### config.mk
export PLATFORM = sky130hd
export DESIGN_NAME = execute_stage
export DESIGN_NICKNAME = d
export VERILOG_FILES = /design/src/rtl/exec_pkg.sv /design/src/rtl/execute_stage_muldiv.sv /design/src/rtl/execute_stage.sv
export SDC_FILE = /design/constraint.sdc
export NUM_CORES = 2
export LEC_CHECK = 0
export CORE_MARGIN = 10
export CORE_UTILIZATION = 26
export CTS_CLUSTER_SIZE = 14
export DETAILED_ROUTE_END_ITERATION = 12
export PLACE_DENSITY = 0.38
export SLEW_MARGIN = 20
export SYNTH_ARGS = -nofsm -noshare
export SYNTH_HDL_FRONTEND = slang
export SYNTH_SLANG_ARGS = --single-unit
export TNS_END_PERCENT = 10
### constraint.sdc
create_clock -name clk -period 8.1 [get_ports clk]
set_clock_uncertainty 0.15 [all_clocks]
set_input_delay 1.62 -clock clk [delete_from_list [all_inputs] [get_ports clk]]
set_output_delay 1.62 -clock clk [all_outputs]
set_load 0.01 [all_outputs]
### src/rtl/exec_pkg.sv
// Shared types and helpers for the execute stage and its multiply/divide unit.
package exec_pkg;

  // Operation codes driven by decode. M-extension ops occupy 16..23.
  typedef enum logic [4:0] {
    OP_ADD    = 5'd0,
    OP_SUB    = 5'd1,
    OP_AND    = 5'd2,
    OP_OR     = 5'd3,
    OP_XOR    = 5'd4,
    OP_SLL    = 5'd5,
    OP_SRL    = 5'd6,
    OP_SRA    = 5'd7,
    OP_SLT    = 5'd8,
    OP_SLTU   = 5'd9,
    OP_PASS_B = 5'd10,
    OP_MUL    = 5'd16,
    OP_MULH   = 5'd17,
    OP_MULHSU = 5'd18,
    OP_MULHU  = 5'd19,
    OP_DIV    = 5'd20,
    OP_DIVU   = 5'd21,
    OP_REM    = 5'd22,
    OP_REMU   = 5'd23
  } alu_op_e;

  typedef enum logic [1:0] {
    IDLE = 2'd0,
    RUN  = 2'd1,
    DONE = 2'd2
  } muldiv_state_e;

  // Widest supported datapath; narrower corner constants are sliced from these.
  localparam int unsigned XLEN_MAX = 64;
  localparam logic [XLEN_MAX-1:0] DIV_ZERO_QUOT_MAX = '1;
  localparam logic [XLEN_MAX-1:0] DIV_MIN_NEG_TOP   = {1'b1, {(XLEN_MAX-1){1'b0}}};

  // M-extension ops are exactly the codes 16..23.
  function automatic logic is_muldiv(input logic [4:0] op);
    return (op[4:3] == 2'b10);
  endfunction

endpackage

### src/rtl/execute_stage_muldiv.sv
// Iterative RV32M/RV64M unit: shift-add multiplier and restoring divider on
// magnitudes, with sign and corner-case correction applied in DONE.
module muldiv_unit
  import exec_pkg::*;
#(
  parameter int XLEN = 32
) (
  input  logic            clk,
  input  logic            rst,
  input  logic            flush,
  input  logic            start,
  input  alu_op_e         op,
  input  logic [XLEN-1:0] a,
  input  logic [XLEN-1:0] b,
  input  logic            slot_free,
  output logic            busy,
  output logic            done,
  output logic [XLEN-1:0] result
);

  localparam int CNT_W = $clog2(XLEN);
  localparam logic [CNT_W-1:0] CNT_LAST = CNT_W'(XLEN - 1);
  localparam logic [XLEN-1:0] DIV_ZERO_QUOT = DIV_ZERO_QUOT_MAX[XLEN-1:0];
  localparam logic [XLEN-1:0] DIV_MIN_NEG   = DIV_MIN_NEG_TOP[XLEN_MAX-1 -: XLEN];

  muldiv_state_e state, state_nxt;
  logic [CNT_W-1:0] cnt;

  logic [XLEN-1:0] mcand, acc, lo, a_orig;
  logic            is_div, want_rem, want_hi, neg_res, div_zero, div_ovf;

  logic            a_signed, b_signed, a_neg, b_neg, op_div, op_rem, op_hi;
  logic [XLEN-1:0] a_abs, b_abs;

  logic [XLEN:0]   mul_sum, rem_sh;
  logic [XLEN+1:0] diff;

  logic [2*XLEN-1:0] prod, prod_fix;
  logic [XLEN-1:0]   qr, qr_fix;

  // Start-time operand decode: which operands are signed and their magnitudes.
  always_comb begin
    a_signed = op inside {OP_MULH, OP_MULHSU, OP_DIV, OP_REM};
    b_signed = op inside {OP_MULH, OP_DIV, OP_REM};
    op_div   = op inside {OP_DIV, OP_DIVU, OP_REM, OP_REMU};
    op_rem   = op inside {OP_REM, OP_REMU};
    op_hi    = op inside {OP_MULH, OP_MULHSU, OP_MULHU};
    a_neg    = a_signed && a[XLEN-1];
    b_neg    = b_signed && b[XLEN-1];
    a_abs    = a_neg ? (~a + 1'b1) : a;
    b_abs    = b_neg ? (~b + 1'b1) : b;
  end

  // One iteration of either algorithm; only the one selected by is_div is used.
  always_comb begin
    mul_sum = {1'b0, acc} + {1'b0, (lo[0] ? mcand : {XLEN{1'b0}})};
    rem_sh  = {acc, lo[XLEN-1]};
    diff    = {1'b0, rem_sh} - {2'b00, mcand};
  end

  // State register; flush and reset both abandon the operation.
  always_ff @(posedge clk) begin
    if (rst) state <= IDLE;
    else     state <= state_nxt;
  end

  // Next state: XLEN RUN cycles, then DONE until the output slot can take it.
  always_comb begin
    state_nxt = state;
    case (state)
      IDLE:    if (start) state_nxt = RUN;
      RUN:     if (cnt == CNT_LAST) state_nxt = DONE;
      DONE:    if (slot_free) state_nxt = IDLE;
      default: state_nxt = IDLE;
    endcase
    if (flush) state_nxt = IDLE;
  end

  // Iteration counter runs 0..XLEN-1 during RUN.
  always_ff @(posedge clk) begin
    if (rst)                cnt <= '0;
    else if (state != RUN)  cnt <= '0;
    else                    cnt <= cnt + 1'b1;
  end

  // Operand capture on start, then one multiply or divide step per RUN cycle.
  always_ff @(posedge clk) begin
    if (state == IDLE && start) begin
      mcand    <= op_div ? b_abs : a_abs;
      lo       <= op_div ? a_abs : b_abs;
      acc      <= '0;
      a_orig   <= a;
      is_div   <= op_div;
      want_rem <= op_rem;
      want_hi  <= op_hi;
      neg_res  <= op_rem ? a_neg : (a_neg ^ b_neg);
      div_zero <= (b == '0);
      div_ovf  <= a_signed && (a == DIV_MIN_NEG) && (b == '1);
    end else if (state == RUN) begin
      if (is_div) begin
        if (!diff[XLEN+1]) begin
          acc <= diff[XLEN-1:0];
          lo  <= {lo[XLEN-2:0], 1'b1};
        end else begin
          acc <= rem_sh[XLEN-1:0];
          lo  <= {lo[XLEN-2:0], 1'b0};
        end
      end else begin
        acc <= mul_sum[XLEN:1];
        lo  <= {mul_sum[0], lo[XLEN-1:1]};
      end
    end
  end

  // Sign correction and division corner cases, presented while in DONE.
  always_comb begin
    prod     = {acc, lo};
    prod_fix = neg_res ? (~prod + 1'b1) : prod;
    qr       = want_rem ? acc : lo;
    qr_fix   = neg_res ? (~qr + 1'b1) : qr;
    result   = '0;
    if (is_div) begin
      if (div_zero)     result = want_rem ? a_orig : DIV_ZERO_QUOT;
      else if (div_ovf) result = want_rem ? '0 : a_orig;
      else              result = qr_fix;
    end else begin
      result = want_hi ? prod_fix[2*XLEN-1:XLEN] : prod_fix[XLEN-1:0];
    end
  end

  assign busy = (state != IDLE);
  assign done = (state == DONE) && slot_free;

endmodule

### src/rtl/execute_stage.sv
// Execute stage: operand forwarding, single-cycle ALU, iterative muldiv and a
// valid/ready EX/MEM output slot with flush.
module execute_stage
  import exec_pkg::*;
#(
  parameter int XLEN       = 32,
  parameter int REG_ADDR_W = 5,
  parameter bit MULDIV_EN  = 1'b1
) (
  input  logic                  clk,
  input  logic                  rst,
  input  logic                  flush,
  input  logic                  in_valid,
  output logic                  in_ready,
  input  logic [4:0]            in_op,
  input  logic [REG_ADDR_W-1:0] in_rs1_addr,
  input  logic [REG_ADDR_W-1:0] in_rs2_addr,
  input  logic [XLEN-1:0]       in_rs1_data,
  input  logic [XLEN-1:0]       in_rs2_data,
  input  logic [XLEN-1:0]       in_imm,
  input  logic                  in_alu_src,
  input  logic [REG_ADDR_W-1:0] in_rd_addr,
  input  logic                  in_reg_write,
  input  logic                  in_mem_read,
  input  logic                  in_mem_write,
  input  logic                  fwd_mem_valid,
  input  logic                  fwd_wb_valid,
  input  logic [REG_ADDR_W-1:0] fwd_mem_rd,
  input  logic [REG_ADDR_W-1:0] fwd_wb_rd,
  input  logic [XLEN-1:0]       fwd_mem_data,
  input  logic [XLEN-1:0]       fwd_wb_data,
  output logic                  out_valid,
  input  logic                  out_ready,
  output logic [XLEN-1:0]       out_result,
  output logic [XLEN-1:0]       out_store_data,
  output logic [REG_ADDR_W-1:0] out_rd_addr,
  output logic                  out_reg_write,
  output logic                  out_mem_read,
  output logic                  out_mem_write,
  output logic                  busy
);

  localparam int SHW = $clog2(XLEN);

  alu_op_e                op_p0;
  logic [XLEN-1:0]        rs1_p0, rs2_p0, op2_p0, alu_p0;
  logic signed [XLEN-1:0] rs1_s_p0, op2_s_p0;
  logic [SHW-1:0]         shamt_p0;
  logic                   accept, is_md_p0, md_start, alu_load, slot_free;
  logic                   md_busy, md_done;
  logic [XLEN-1:0]        md_result;

  logic [REG_ADDR_W-1:0]  pend_rd;
  logic                   pend_reg_write, pend_mem_read, pend_mem_write;
  logic [XLEN-1:0]        pend_store;

  assign op_p0 = alu_op_e'(in_op);

  // Operand forwarding: MEM beats WB, register x0 is never forwarded.
  always_comb begin
    rs1_p0 = in_rs1_data;
    if (in_rs1_addr != '0) begin
      if (fwd_mem_valid && fwd_mem_rd == in_rs1_addr)     rs1_p0 = fwd_mem_data;
      else if (fwd_wb_valid && fwd_wb_rd == in_rs1_addr)  rs1_p0 = fwd_wb_data;
    end
    rs2_p0 = in_rs2_data;
    if (in_rs2_addr != '0) begin
      if (fwd_mem_valid && fwd_mem_rd == in_rs2_addr)     rs2_p0 = fwd_mem_data;
      else if (fwd_wb_valid && fwd_wb_rd == in_rs2_addr)  rs2_p0 = fwd_wb_data;
    end
    op2_p0 = in_alu_src ? in_imm : rs2_p0;
  end

  assign rs1_s_p0 = rs1_p0;
  assign op2_s_p0 = op2_p0;
  assign shamt_p0 = op2_p0[SHW-1:0];

  // Single-cycle ALU; M ops and undefined codes produce 0 here.
  always_comb begin
    alu_p0 = '0;
    case (op_p0)
      OP_ADD:    alu_p0 = rs1_p0 + op2_p0;
      OP_SUB:    alu_p0 = rs1_p0 - op2_p0;
      OP_AND:    alu_p0 = rs1_p0 & op2_p0;
      OP_OR:     alu_p0 = rs1_p0 | op2_p0;
      OP_XOR:    alu_p0 = rs1_p0 ^ op2_p0;
      OP_SLL:    alu_p0 = rs1_p0 << shamt_p0;
      OP_SRL:    alu_p0 = rs1_p0 >> shamt_p0;
      OP_SRA:    alu_p0 = rs1_s_p0 >>> shamt_p0;
      OP_SLT:    alu_p0 = {{(XLEN-1){1'b0}}, (rs1_s_p0 < op2_s_p0)};
      OP_SLTU:   alu_p0 = {{(XLEN-1){1'b0}}, (rs1_p0 < op2_p0)};
      OP_PASS_B: alu_p0 = op2_p0;
      default:   alu_p0 = '0;
    endcase
  end

  assign slot_free = !out_valid || out_ready;
  assign in_ready  = !rst && !flush && !md_busy && slot_free;
  assign accept    = in_valid && in_ready;
  assign is_md_p0  = MULDIV_EN && is_muldiv(in_op);
  assign md_start  = accept && is_md_p0;
  assign alu_load  = accept && !is_md_p0;
  assign busy      = md_busy;

  muldiv_unit #(.XLEN(XLEN)) u_muldiv (
    .clk       (clk),
    .rst       (rst),
    .flush     (flush),
    .start     (md_start),
    .op        (op_p0),
    .a         (rs1_p0),
    .b         (op2_p0),
    .slot_free (slot_free),
    .busy      (md_busy),
    .done      (md_done),
    .result    (md_result)
  );

  // ---- p0 -> p1: control and store data of a muldiv op wait here until DONE
  always_ff @(posedge clk) begin
    if (md_start) begin
      pend_rd        <= in_rd_addr;
      pend_reg_write <= in_reg_write;
      pend_mem_read  <= in_mem_read;
      pend_mem_write <= in_mem_write;
      pend_store     <= rs2_p0;
    end
  end

  // ---- p1: EX/MEM output slot; flush kills it, consume and reload may overlap
  always_ff @(posedge clk) begin
    if (rst) begin
      out_valid      <= 1'b0;
      out_result     <= '0;
      out_store_data <= '0;
      out_rd_addr    <= '0;
      out_reg_write  <= 1'b0;
      out_mem_read   <= 1'b0;
      out_mem_write  <= 1'b0;
    end else if (flush) begin
      out_valid      <= 1'b0;
      out_reg_write  <= 1'b0;
      out_mem_read   <= 1'b0;
      out_mem_write  <= 1'b0;
    end else if (alu_load) begin
      out_valid      <= 1'b1;
      out_result     <= alu_p0;
      out_store_data <= rs2_p0;
      out_rd_addr    <= in_rd_addr;
      out_reg_write  <= in_reg_write;
      out_mem_read   <= in_mem_read;
      out_mem_write  <= in_mem_write;
    end else if (md_done) begin
      out_valid      <= 1'b1;
      out_result     <= md_result;
      out_store_data <= pend_store;
      out_rd_addr    <= pend_rd;
      out_reg_write  <= pend_reg_write;
      out_mem_read   <= pend_mem_read;
      out_mem_write  <= pend_mem_write;
    end else if (out_ready) begin
      out_valid      <= 1'b0;
    end
  end

endmodule

# Word level (Yosys, flattened, before mapping)
# Cells that the tools add are included.
# totals
ff_bits	254
in_bits	201
output_inout_bits	75
wordCells	166
# classes
n_addsub	9
n_lt_le_gt_ge	2
n_eq_ne	31
shift	3
muxes	48
n_bitwise	9
n_reduce_logical	40
# op_table
cell	count
2-to-1 mux 32 bit	29
case mux 32 bit (11 select lines)	1
adder 32 x 1 -> 32 bit (second input constant)	3
inverter 32 bit	3
adder 64 x 1 -> 64 bit (second input constant)	1
== test 32 bit (second input constant)	2
less-than comparator 32 bit	2
2-to-1 mux 64 bit	1
inverter 64 bit	1
== test 5 bit (second input constant)	8
subtractor 33 x 32 -> 34 bit	1
adder 32 x 32 -> 33 bit	1
adder 32 bit	1
bitwise AND 32 bit	1
zero test 32 bit	1
OR 32 bit	1
<< shifter 32 x 5 -> 32 bit	1
right shift 32 x 5 -> 32 bit	1
>>> shifter 32 x 5 -> 32 bit	1
subtractor 32 bit	1
XOR 32 bit	1
== test 5 x 3 -> 1 bit (second input constant)	4
== test 5 bit	4
logical AND 1 bit	16
other kinds (25)	56

# Depth between registers and ports, before layout
# depth
depth_word	11
ltp_mapped	26
depth_no_buf	21

# By module
# A second synthesis with hierarchy kept.
# hier_totals
hier_cells	4081
hier_area_um2	31012.2
# by_module_without_submodules
mod	instances	cells_each	area_each_um2	seq_area_each_um2
execute_stage	1	2172	15826.4	2662.6
muldiv_unit	1	1909	15185.8	3843.7

# Least setup slack after synthesis
# OpenSTA, ideal clock, no wires.
# synth_path
path_type	input to register
start	input port in_rs2_addr[1]
end	register out_result[30]
arrival_ns	6.457
path_slack_ns	1.377
cell_stages	22
n_path_buf	5
cell_sequence	nor4_1 and2_1 buf_2 buf_1 o21ai_0 o221a_2 clkbuf_1 buf_1 clkbuf_1 ha_1 nor2_1 o21bai_1 nand2_1 o32ai_1 o221ai_1 a21oi_1 a2111oi_0 or3_1 nand3_1 a21oi_1 or4b_1 and3_1
# synth_via
elab_chain_cells	9
word_cells_on_any_way	19
classes_between	add/sub (2); eq/ne (2); shift (3); mux (6); bitwise (3); reduce/logical (3)
# synth_lines
element	line	text
from (decl)	execute_stage.sv:17	input logic [REG_ADDR_W-1:0] in_rs2_addr,
== test 5 bit	execute_stage.sv:69	else if (fwd_wb_valid && fwd_wb_rd == in_rs2_addr) rs2_p0 = fwd_wb_data;
logical AND 1 bit	execute_stage.sv:69	
2-to-1 mux 32 bit	execute_stage.sv:69	
2-to-1 mux 32 bit	execute_stage.sv:68	if (fwd_mem_valid && fwd_mem_rd == in_rs2_addr) rs2_p0 = fwd_mem_data;
2-to-1 mux 32 bit *	execute_stage.sv:67	if (in_rs2_addr != '0) begin
2-to-1 mux 32 bit *	execute_stage.sv:71	op2_p0 = in_alu_src ? in_imm : rs2_p0;
subtractor 32 bit (tied with other cells)	execute_stage.sv:83	OP_SUB: alu_p0 = rs1_p0 - op2_p0;
case mux 32 bit (11 select lines) *	execute_stage.sv:81	case (op_p0)
2-to-1 mux 32 bit *	execute_stage.sv:145	end else if (alu_load) begin
to (signal assigned)	execute_stage.sv:147	out_result <= alu_p0;
to (signal assigned)	execute_stage.sv:155	out_result <= md_result;
to (decl)	execute_stage.sv:34	output logic [XLEN-1:0] out_result,
# Every way passes the cells marked *; elsewhere a longest branch is shown, timed or not.
# A chain may end at the register's enable or synchronous reset.

# Worst setup path in the final report
# layout_path
start	input port in_rs1_addr[4]
end	register out_result[30]
# layout_via
elab_chain_cells	8
word_cells_on_any_way	18
classes_between	add/sub (2); eq/ne (2); shift (3); mux (5); bitwise (3); reduce/logical (3)
# layout_lines
element	line	text
from (decl)	execute_stage.sv:16	input logic [REG_ADDR_W-1:0] in_rs1_addr,
== test 5 bit	execute_stage.sv:64	else if (fwd_wb_valid && fwd_wb_rd == in_rs1_addr) rs1_p0 = fwd_wb_data;
logical AND 1 bit	execute_stage.sv:64	
2-to-1 mux 32 bit	execute_stage.sv:64	
2-to-1 mux 32 bit	execute_stage.sv:63	if (fwd_mem_valid && fwd_mem_rd == in_rs1_addr) rs1_p0 = fwd_mem_data;
2-to-1 mux 32 bit *	execute_stage.sv:62	if (in_rs1_addr != '0) begin
subtractor 32 bit (tied with other cells)	execute_stage.sv:83	
case mux 32 bit (11 select lines) *	execute_stage.sv:81	
2-to-1 mux 32 bit *	execute_stage.sv:145	
# Marks and branches as above.

==> metrics <==
clock network power share=a little under a third; maximum clock path buffer count=3; Syn-to-layout area delta=21.73%; largest incremental delay on the critical path=0.57 ns; fraction of final layout cells sized beyond drive strength 1=9.143%; sequential group share of total power=26.3%; Pwr Total=0.005999 W; Finished Cell Area=36050 um2; detailed-placement wirelength estimate=140900 um; leakage power of the design=between 10 and 15 nW; latest clock arrival within the worst-skew pair=between 0.6 and 0.7 ns; Final min period=7.322 ns; most prevalent standard cell on the critical path=sky130_fd_sc_hd__buf_4; buffer and inverter count on the worst path=6; Iter 0 DRT Violations=3548; vias after detailed routing=between 30000 and 40000; most instantiated cells after synthesis=sky130_fd_sc_hd__nor2_1 (429), sky130_fd_sc_hd__nand2_1 (332), sky130_fd_sc_hd__a21oi_1 (315); clock tree from TritonCTS=done; Worst Hold Class=flop to flop; full die area=127800 um2; M1 wire length=approximately 74000 um; Setup TNS Final=0 ns; length of the first detailed-routing pass in iterations=8; post-layout utilization of the core=31.96%; NumNets Final=approximately 4500; Warnings, synthesis=0; detailed-route wire length per cell=between 30 and 40 um; mapped cell area=29620 um2; crit share post-route=90.40%; number of register bits inferred by synthesis=254; Netlist cell types=between 100 and 150; number of maximum-capacitance violations=0; most used flip-flop cell after synthesis=sky130_fd_sc_hd__edfxtp_1; clock-pin slew on the worst setup and hold paths=0.06 ns; via count of the first global-routing pass=32390; IR Drop Worst-Case VDD=0.1607 mV; cell area reported after detailed placement=34730 um2; max_slew headroom=17.95%; total of endpoints with negative setup slack in the final report=0; Global Route Usage Sum=26.50%; net switching component of the power=0.002545 W; wire length on met3=12370 um; leading area contributor after synthesis=sky130_fd_sc_hd__edfxtp_1; signal arrival time at the worst endpoint=7.72 ns; number of primary I/O pins=about 280; DRT Wirelength=about 180000 um; Top Layer Used=met5; area of the core=112800 um2; CTS sink count=around 250; chip height=around 360 um; slowest stage cell, crit path=sky130_fd_sc_hd__clkdlybuf4s50_1; number of buffers inserted during clock tree synthesis=39; switching portion of total power=42.42%; drc violations=0; count of flip-flops with a built-in enable after synthesis=142; clock root buffer=sky130_fd_sc_hd__clkbuf_16; Filler Cell Count=12290; most repeated cell in the gate-level netlist after synthesis=sky130_fd_sc_hd__nor2_1; Post-Syn Nets=approximately 4300; horizontal die dimension=about 360 um; wire length of the first global-routing pass=about 250000 um; initial core utilization=26.26%; number of gates resized after CTS=0; placer's final routability congestion estimate=1.028; Pwr Density=166.4 nW/um2; Hold Violations, Final=0; Area contributors post-synth=sky130_fd_sc_hd__edfxtp_1 (14%), sky130_fd_sc_hd__dfxtp_1 (7.6%), sky130_fd_sc_hd__ha_1 (7.3%); kind of critical path=input port to flop; async set-or-reset flop fraction in the synthesized netlist=0%; type of element capturing the critical path=flop; worst-path fanout max=26; CP Launch Type=input port; overflow left after global routing=0; status=finished, final reports clean; detail-routed via count per cell=5.754; buffers added on ports=275; cell-internal power=approximately 0.0035 W; number of max-slew violations in the final report=0; post-CTS setup buffer count=0; number of hold-repair buffers added at the cts stage=0; top cell family by delay on the critical path=compound AO/OA/AOI/OAI gates; number of placement rows=around 120; pin count of the biggest net entering global routing=114; post-synthesis sequential area ratio=21.97%; endpoint required time on the critical path=8.49 ns; Max Freq=~0.14 GHz; number of nets still failing antenna checks after routing=0; fraction of post-synthesis cell area in the top cell type by area=between 10 and 15%; deepest level of the CTS H-tree=2; Worst-Margin Slew=1.220 ns; number of antenna violations at the first check in global routing=16; detailed route wirelength on metal2=between 80000 and 90000 um; CP Cell Sequence=clkdlybuf4s50_1 -> xnor2_1 -> and4_1 -> a211o_1 -> buf_4 -> o22ai_1 -> a21oi_1 -> inv_1 -> ha_1 -> o21bai_1 -> nand2_1 -> o32ai_1 -> buf_4 -> o221ai_1 -> a21oi_1 -> buf_4 -> a2111oi_0 -> buf_4 -> or3_1 -> nand3_1 -> a21oi_1 -> or4b_1 -> and3_1; synthesized netlist cell count=3943; setup repair after global routing missed its margin=no; share of total power in combinational logic=43.5%; synthesized area divided by synthesized cell count=7.512 um2
[worst reg2reg max path, delay by kind of cell (launching register included)]
kind,cells,cell delay [ns]
compound gates,8,2.85
simple gates,2,1.06
flops,1,0.87
mux,1,0.45
xor+xnor,1,0.19
[flip-flops by register name, indices dropped and copies added (netlist names), 2 cells and up]
| name | cells |
|---|---|
| out_result | 32 |
| out_store_data | 32 |
| pend_store | 32 |
| u_muldiv.a_orig | 32 |
| u_muldiv.acc | 32 |
| u_muldiv.lo | 32 |
| u_muldiv.mcand | 32 |
| out_rd_addr | 5 |
| pend_rd | 5 |
| u_muldiv.cnt | 5 |
| u_muldiv.state | 2 |
[cells by family after synthesis]
group / after synthesis / synth area share, %
compound gates: 1354 / 30.31
xor+xnor: 242 / 7.156
fa+ha+maj: 176 / 7.511
buf+inv: 476 / 6.184
flops: 254 / 21.97
mux: 231 / 7.938
simple gates: 1210 / 18.94
[final timing paths]
check,to,start,cells past startpoint,slack [ns]
max,out_result[30],in_rs1_addr[4],23,0.78
min,u_muldiv.cnt[0],u_muldiv.cnt[0],1,0.31
max reg2reg,out_result[21],u_muldiv.want_rem,12,2.38
min reg2reg,u_muldiv.cnt[0],u_muldiv.cnt[0],1,0.31
[cell type report]
class	count	area, um2	share of cell area [%]
Tap cell	1500	1877	5.205
Antenna cell	3	7.507	0.02082
Clock buffer	57	1115	3.092
Clock inverter	15	192.7	0.5344
Inverter	186	699.4	1.940
Sequential cell	254	6506	18.05
Timing Repair Buffer	475	4269	11.84
Multi-Input combinational cell	3213	21390	59.32
[placed cells by master (no fill, tap or decap), types with 40 or more instances in the layout]
cell,synthesis,routed
sky130_fd_sc_hd__o211ai_1,55,55
sky130_fd_sc_hd__o22a_1,54,54
sky130_fd_sc_hd__clkbuf_16,0,40
sky130_fd_sc_hd__clkdlybuf4s50_1,0,273
sky130_fd_sc_hd__inv_1,176,175
sky130_fd_sc_hd__buf_4,3,198
sky130_fd_sc_hd__o21ai_0,283,282
sky130_fd_sc_hd__nor3_1,126,121
sky130_fd_sc_hd__a221oi_1,54,54
sky130_fd_sc_hd__o31ai_1,49,49
sky130_fd_sc_hd__a21o_1,51,51
sky130_fd_sc_hd__ha_1,173,173
sky130_fd_sc_hd__a211oi_1,94,93
sky130_fd_sc_hd__dfxtp_1,112,112
sky130_fd_sc_hd__mux2i_1,200,200
sky130_fd_sc_hd__xnor2_1,174,174
sky130_fd_sc_hd__nor2_1,429,426
sky130_fd_sc_hd__a21oi_1,315,315
sky130_fd_sc_hd__nand3_1,63,61
sky130_fd_sc_hd__edfxtp_1,142,142
sky130_fd_sc_hd__nand2_1,332,332
sky130_fd_sc_hd__xor2_1,68,68
sky130_fd_sc_hd__o22ai_1,86,85
[metal layers]
metal  global-route usage, %  up-vias
li1                        -    15060
met2                   42.96     1396
met4                   12.24       14
met3                   4.825      327
met5                       0        -
met1                   33.87    16020
[power by group through the flow]
| stage | logic (W) | registers [W] | clock network (W) |
|---|---|---|---|
| global placement | 0.00257 | 0.00161 | 0 |
| CTS | 0.00256 | 0.00158 | 0.00185 |
| global route | 0.00280 | 0.00159 | 0.00189 |
| detailed placement | 0.00254 | 0.00160 | 0 |
| floorplan | 0.00161 | 0.00152 | 0 |
| finish | 0.00261 | 0.00158 | 0.00181 |
[through the flow]
step	instances	hold slack (ns)	setup WS, ns
CTS	5700	0.3163	0.8787
detailed placement	5628	0.3081	0.2276
finish	5703	0.3084	0.7777
global placement	5628	0.3029	0.2509
floorplan	3943	0.2831	1.377
global route	5701	0.3416	0.5438
Note: power is estimated with default switching activity, not from simulation.
